<file path="src/rtl/regfile_mp_sb.sv">
// Multi-port register file with an integrated busy/scoreboard table for the ID stage.
// Reads are combinational with optional same-cycle write forwarding; state updates at posedge.
module regfile_mp_sb #(
    parameter int DATA_W   = 32,
    parameter int ADDR_W   = 5,
    parameter int NREG     = 32,
    parameter int NRD      = 2,
    parameter int NWR      = 1,
    parameter int BYPASS   = 1,
    parameter int ZERO_REG = 1
) (
    input  logic                    clk,
    input  logic                    rst,
    input  logic [NRD*ADDR_W-1:0]   rd_addr,
    output logic [NRD*DATA_W-1:0]   rd_data,
    output logic [NRD-1:0]          rd_busy,
    input  logic [NWR-1:0]          wr_en,
    input  logic [NWR*ADDR_W-1:0]   wr_addr,
    input  logic [NWR*DATA_W-1:0]   wr_data,
    input  logic                    iss_en,
    input  logic [ADDR_W-1:0]       iss_rd,
    output logic                    iss_ok,
    input  logic                    flush,
    output logic [NREG-1:0]         busy_vec
);

    logic [DATA_W-1:0] regs [NREG];
    logic [NREG-1:0]   busy;
    logic [NREG-1:0]   wr_hit;
    logic [NREG-1:0]   iss_set;
    logic              iss_valid;
    logic              iss_hazard;

    // An index names a real, writable register: in range and not the hardwired zero.
    function automatic logic idx_valid(input logic [ADDR_W-1:0] a);
        return (32'(a) < NREG) && !((ZERO_REG != 0) && (a == '0));
    endfunction

    always_comb begin
        wr_hit = '0;
        for (int j = 0; j < NWR; j++) begin
            if (wr_en[j] && idx_valid(wr_addr[j*ADDR_W +: ADDR_W])) begin
                wr_hit[wr_addr[j*ADDR_W +: ADDR_W]] = 1'b1;
            end
        end
    end

    for (genvar i = 0; i < NRD; i++) begin : g_rd
        logic [ADDR_W-1:0] addr;
        logic [DATA_W-1:0] data;
        logic              pend;

        assign addr = rd_addr[i*ADDR_W +: ADDR_W];

        // Ascending port scan lets the highest-numbered matching writer win the forward.
        always_comb begin
            data = '0;
            pend = 1'b0;
            if (idx_valid(addr)) begin
                data = regs[addr];
                pend = busy[addr];
                if (BYPASS != 0) begin
                    for (int j = 0; j < NWR; j++) begin
                        if (wr_en[j] && (wr_addr[j*ADDR_W +: ADDR_W] == addr)) begin
                            data = wr_data[j*DATA_W +: DATA_W];
                            pend = 1'b0;
                        end
                    end
                end
            end
        end

        assign rd_data[i*DATA_W +: DATA_W] = data;
        assign rd_busy[i]                  = pend;
    end

    assign iss_valid  = idx_valid(iss_rd);
    assign iss_hazard = iss_valid && busy[iss_rd] && !((BYPASS != 0) && wr_hit[iss_rd]);
    assign iss_ok     = iss_en && !flush && !iss_hazard;
    assign busy_vec   = busy;

    always_comb begin
        iss_set = '0;
        if (iss_ok && iss_valid) begin
            iss_set[iss_rd] = 1'b1;
        end
    end

    always_ff @(posedge clk or posedge rst) begin
        if (rst) begin
            for (int k = 0; k < NREG; k++) begin
                regs[k] <= '0;
            end
        end else begin
            for (int j = 0; j < NWR; j++) begin
                if (wr_en[j] && idx_valid(wr_addr[j*ADDR_W +: ADDR_W])) begin
                    regs[wr_addr[j*ADDR_W +: ADDR_W]] <= wr_data[j*DATA_W +: DATA_W];
                end
            end
        end
    end

    // A new producer supersedes a completing one, so set is applied after clear.
    always_ff @(posedge clk or posedge rst) begin
        if (rst) begin
            busy <= '0;
        end else if (flush) begin
            busy <= '0;
        end else begin
            busy <= (busy & ~wr_hit) | iss_set;
        end
    end

endmodule

</file>
<file path="config.mk">
export PLATFORM = sky130hd
export DESIGN_NAME = regfile_mp_sb
export DESIGN_NICKNAME = d
export VERILOG_FILES = /design/src/rtl/regfile_mp_sb.sv
export SDC_FILE = /design/constraint.sdc
export NUM_CORES = 2
export LEC_CHECK = 0
export BUFFER_PORTS_ARGS = -buffer_cell sky130_fd_sc_hd__buf_2
export CORE_UTILIZATION = 30
export CTS_CLUSTER_SIZE = 25
export DETAILED_ROUTE_END_ITERATION = 7
export GPL_ROUTABILITY_DRIVEN = 0
export PLACE_DENSITY = 0.44
export SYNTH_ARGS = -nofsm -noshare
export SYNTH_HDL_FRONTEND = slang
export SYNTH_SLANG_ARGS = --single-unit
</file>
<file path="constraint.sdc">
create_clock -name clk -period 39.5 [get_ports clk]
set_input_delay 1.975 -clock clk [delete_from_list [all_inputs] [get_ports clk]]
set_output_delay 1.975 -clock clk [all_outputs]
set_load 0.01 [all_outputs]
</file>
==> key figures <==
STA
  • Final period utilization: 21.3%
  • Peak Freq: 119 MHz
  • Endpoints failing setup: 0
  • Slew Viols, Final: 0
  • Slew HR: 20.7%
  • RSZ-0062 raised after global routing: false
  • Clock Skew: 0.00725 ns
  • Final setup TNS: 0 ns
  • Post-layout minimum cycle time: 8.43 ns
  • Final setup margin: 31.07 ns
  • Final Hold Fails: 0
  • Least-Margin Pin Slew: 1.17 ns

Yosys
  • Sequential share of the synthesized area: 45.9%
  • Largest family of logic cells by synthesized area: multiplexers
  • Simple-gate share of the synthesized area: 2.03%
  • Top_reg_cell synth: dfrtp_1
  • Top-area cell type share of the netlist area: 45.9%
  • Most frequent cells after synthesis: 1056 x dfrtp_1, 992 x mux2_2, 534 x mux4_2
  • EDFF count, synth: 0
  • Largest area contributor in the netlist: dfrtp_1
  • Asr flop ratio synth: 100%
  • XOR/XNOR Fraction of Synth Area: 0.213%
  • Library cells used by synthesis: 57
  • Synth Warn #: 0
  • Top post-synthesis cells by area: dfrtp_1 46%, mux4_2 21%, mux2_2 19%
  • Compound-gate portion of the synthesized area: 4.33%
  • Cell with the most instances after synthesis: dfrtp_1
  • Synthesized cell area: 57600 µm²
  • Mux cell area share after synthesis: 44.1%
  • Syn Nets: 3913
  • Synth Register Bits: 1056
  • Adder-cell share of the synthesized area: 0%
  • Post-Syn Area per Cell: 14.9 µm²
  • Cells after Synth: 3856

Floorplanning
  • Total die area: 194000 µm²
  • I/O pin cnt: 156
  • Chip Height: 440 µm
  • FP Rows: 160
  • Die X: 440 µm
  • Core ar.: 190000 µm²
  • Initial core utilization: 30.2%

Drt
  • Antenna viol nets, final: 0
  • Vias/cell: 5.68
  • Iteration count of the initial detailed-routing pass: 5
  • Final wirelength: 207000 µm
  • Drt drc: 0
  • Iteration-0 DRC Markers: 2670
  • Detailed-route wire length per cell: 32.4 µm
  • Total number of vias: 36.3k

Worst setup path
  • Critical R2R Launch: busy_vec[7]
  • Setup crit end kind: output port
  • Crit Path Max Fanout: 79
  • CP Launch Type: primary input
  • CP cell instances: buf_8 -> buf_12 -> buf_4 -> buf_4 -> mux4_2 -> mux4_2 -> o21ai_0 -> o22ai_1 -> buf_2
  • Crit path DAT: 6.45 ns
  • CP Class: in2out
  • CP peak stage delay: 0.84 ns
  • R2r worst-path depth: 8
  • Critical Path Start: rd_addr[5]
  • Slowest cell on crit path: buf_4
  • Critical Path RT: 37.52 ns

Min path
  • Worst hold path class: reg2reg
  • HP Start: regs[1018]
  • Worst Hold Depth: 0

Global route
  • Antenna violations before repair: 9
  • Pin count of the biggest net entering global routing: 164
  • Total track usage: 21.6%
  • Total grt overflow: 0
  • First-pass GRT wire length: 299000 µm
  • Vias in the first global route: 38.1k

Placed design
  • Detailed placement HPWL: 112000 µm
  • Port Buffers: 155
  • Post-place setup slack: 30.96 ns

Cells and area
  • Area delta synth->final: 13.0%
  • Final Net Count: 3831
  • Layout cell share with drive strength beyond 1: 52.3%
  • Fin util: 34.2%
  • # fillers: 18.4k

Power
  • Lkg Pwr: 27.7 nW
  • Max rail drop VDD: 0.0464 mV
  • PD cells: 51.2 nW/µm²

Clocking
  • Post-cts gate resize count: 0
  • Clk root buf: clkbuf_16
  • CTS tree: done
  • Post-CTS setup buffers: 0
  • Hold Buf Count CTS: 0
  • CTS clk-pin slew, worst paths: 0.05 ns
  • Worst skew pair latency: 0.78 ns
  • Clock sink count: 1056
  • Clk buf depth: 3
  • Htree depth: 4
  • Num CTS Buffers: 132

Run status
  • Status: completed

Flow run
  • Max_cap viols: 0
## metal layers
metal  vias to the layer above  track usage, %  share of wire, %
met5                         -               0            0.0039
met4                         2            6.82               3.0
met3                       286            3.03               3.8
met2                       845            36.0                49
met1                     20300            28.8                44
li1                      14900               -                 -
## placed cells by master (no fill, tap or decap), types with 9 or more instances in the layout
cell	synthesis	final
dfrtp_1	1056	1056
mux2_2	992	992
mux4_2	534	534
mux2i_1	216	216
buf_2	75	145
clkbuf_16	0	135
buf_4	31	85
a221oi_1	71	71
o21ai_0	70	70
a21oi_1	55	55
nor2_1	56	43
nand2_1	59	43
a22oi_1	36	36
o22ai_1	36	36
clkbuf_1	287	32
o211ai_1	29	29
clkinv_2	0	25
clkbuf_8	0	24
o31ai_1	23	23
a211oi_1	22	22
nand3b_1	21	21
nand2_4	0	16
nor2_4	0	13
nand2b_1	11	11
and2_1	11	10
xor2_1	10	10
o32ai_1	9	9
bufinv_16	0	9
## stage by stage
step           power, mW  hold WS, ns  area, µm²  std cells
6_report            3.33        0.393      65000       6392
4_1_cts             3.37        0.396      65000       6388
2_1_floorplan       1.91        0.441      57600       3856
3_3_place_gp        2.09        0.377      60600       6151
5_1_grt             3.49        0.400      65000       6390
3_5_place_dp        2.10        0.383      60600       6151
## path summary, 6_finish.rpt
check | to | slack (ns)
setup / recovery | rd_data[38] | 31.07
hold / removal | regs[1018] | 0.39
setup reg to reg | busy_vec[19] | 37.10
hold reg to reg | regs[1018] | 0.39
max in group asynchronous | regs[881] | 34.37
min in group asynchronous | busy_vec[19] | 1.31
## state kept, by name, summed over array words and instances, names as in the netlist
name,flops
busy_vec,32
regs,1024
## power breakdown
group	total, mW	internal, mW	switching, mW
combinational	0.652	0.386	0.267
clock	1.25	0.738	0.516
sequential	1.43	1.28	0.143
total	3.33	2.41	0.926
## area by class of cell
cell class | count | area, µm² | share of cell area, %
clock buffer | 191 | 3830 | 5.89
multi-input combinational | 2336 | 29400 | 45.2
sequential | 1056 | 26400 | 40.6
inverter | 7 | 38.8 | 0.0596
clock inverter | 46 | 616 | 0.946
antenna | 4 | 10.0 | 0.0154
tap | 2511 | 3140 | 4.83
timing repair buffer | 241 | 1560 | 2.39
## worst max-delay path: cells and delay by family
family                 cells  cell delay, ns
muxes                      2            1.07
buffers and inverters      5            2.82
AOI/OAI and AO/OA          2            0.33
## cells by family (layout without fill, tap and decap cells)
family / Yosys count / count (layout)
AND/OR/NAND/NOR: 217 / 217
AO/OA/AOI/OAI: 363 / 363
buffers and inverters: 464 / 485
other: 0 / 4
XOR/XNOR: 14 / 14
multiplexers: 1742 / 1742
flip-flops: 1056 / 1056
No activity file was read; power rests on OpenSTA's default activity.
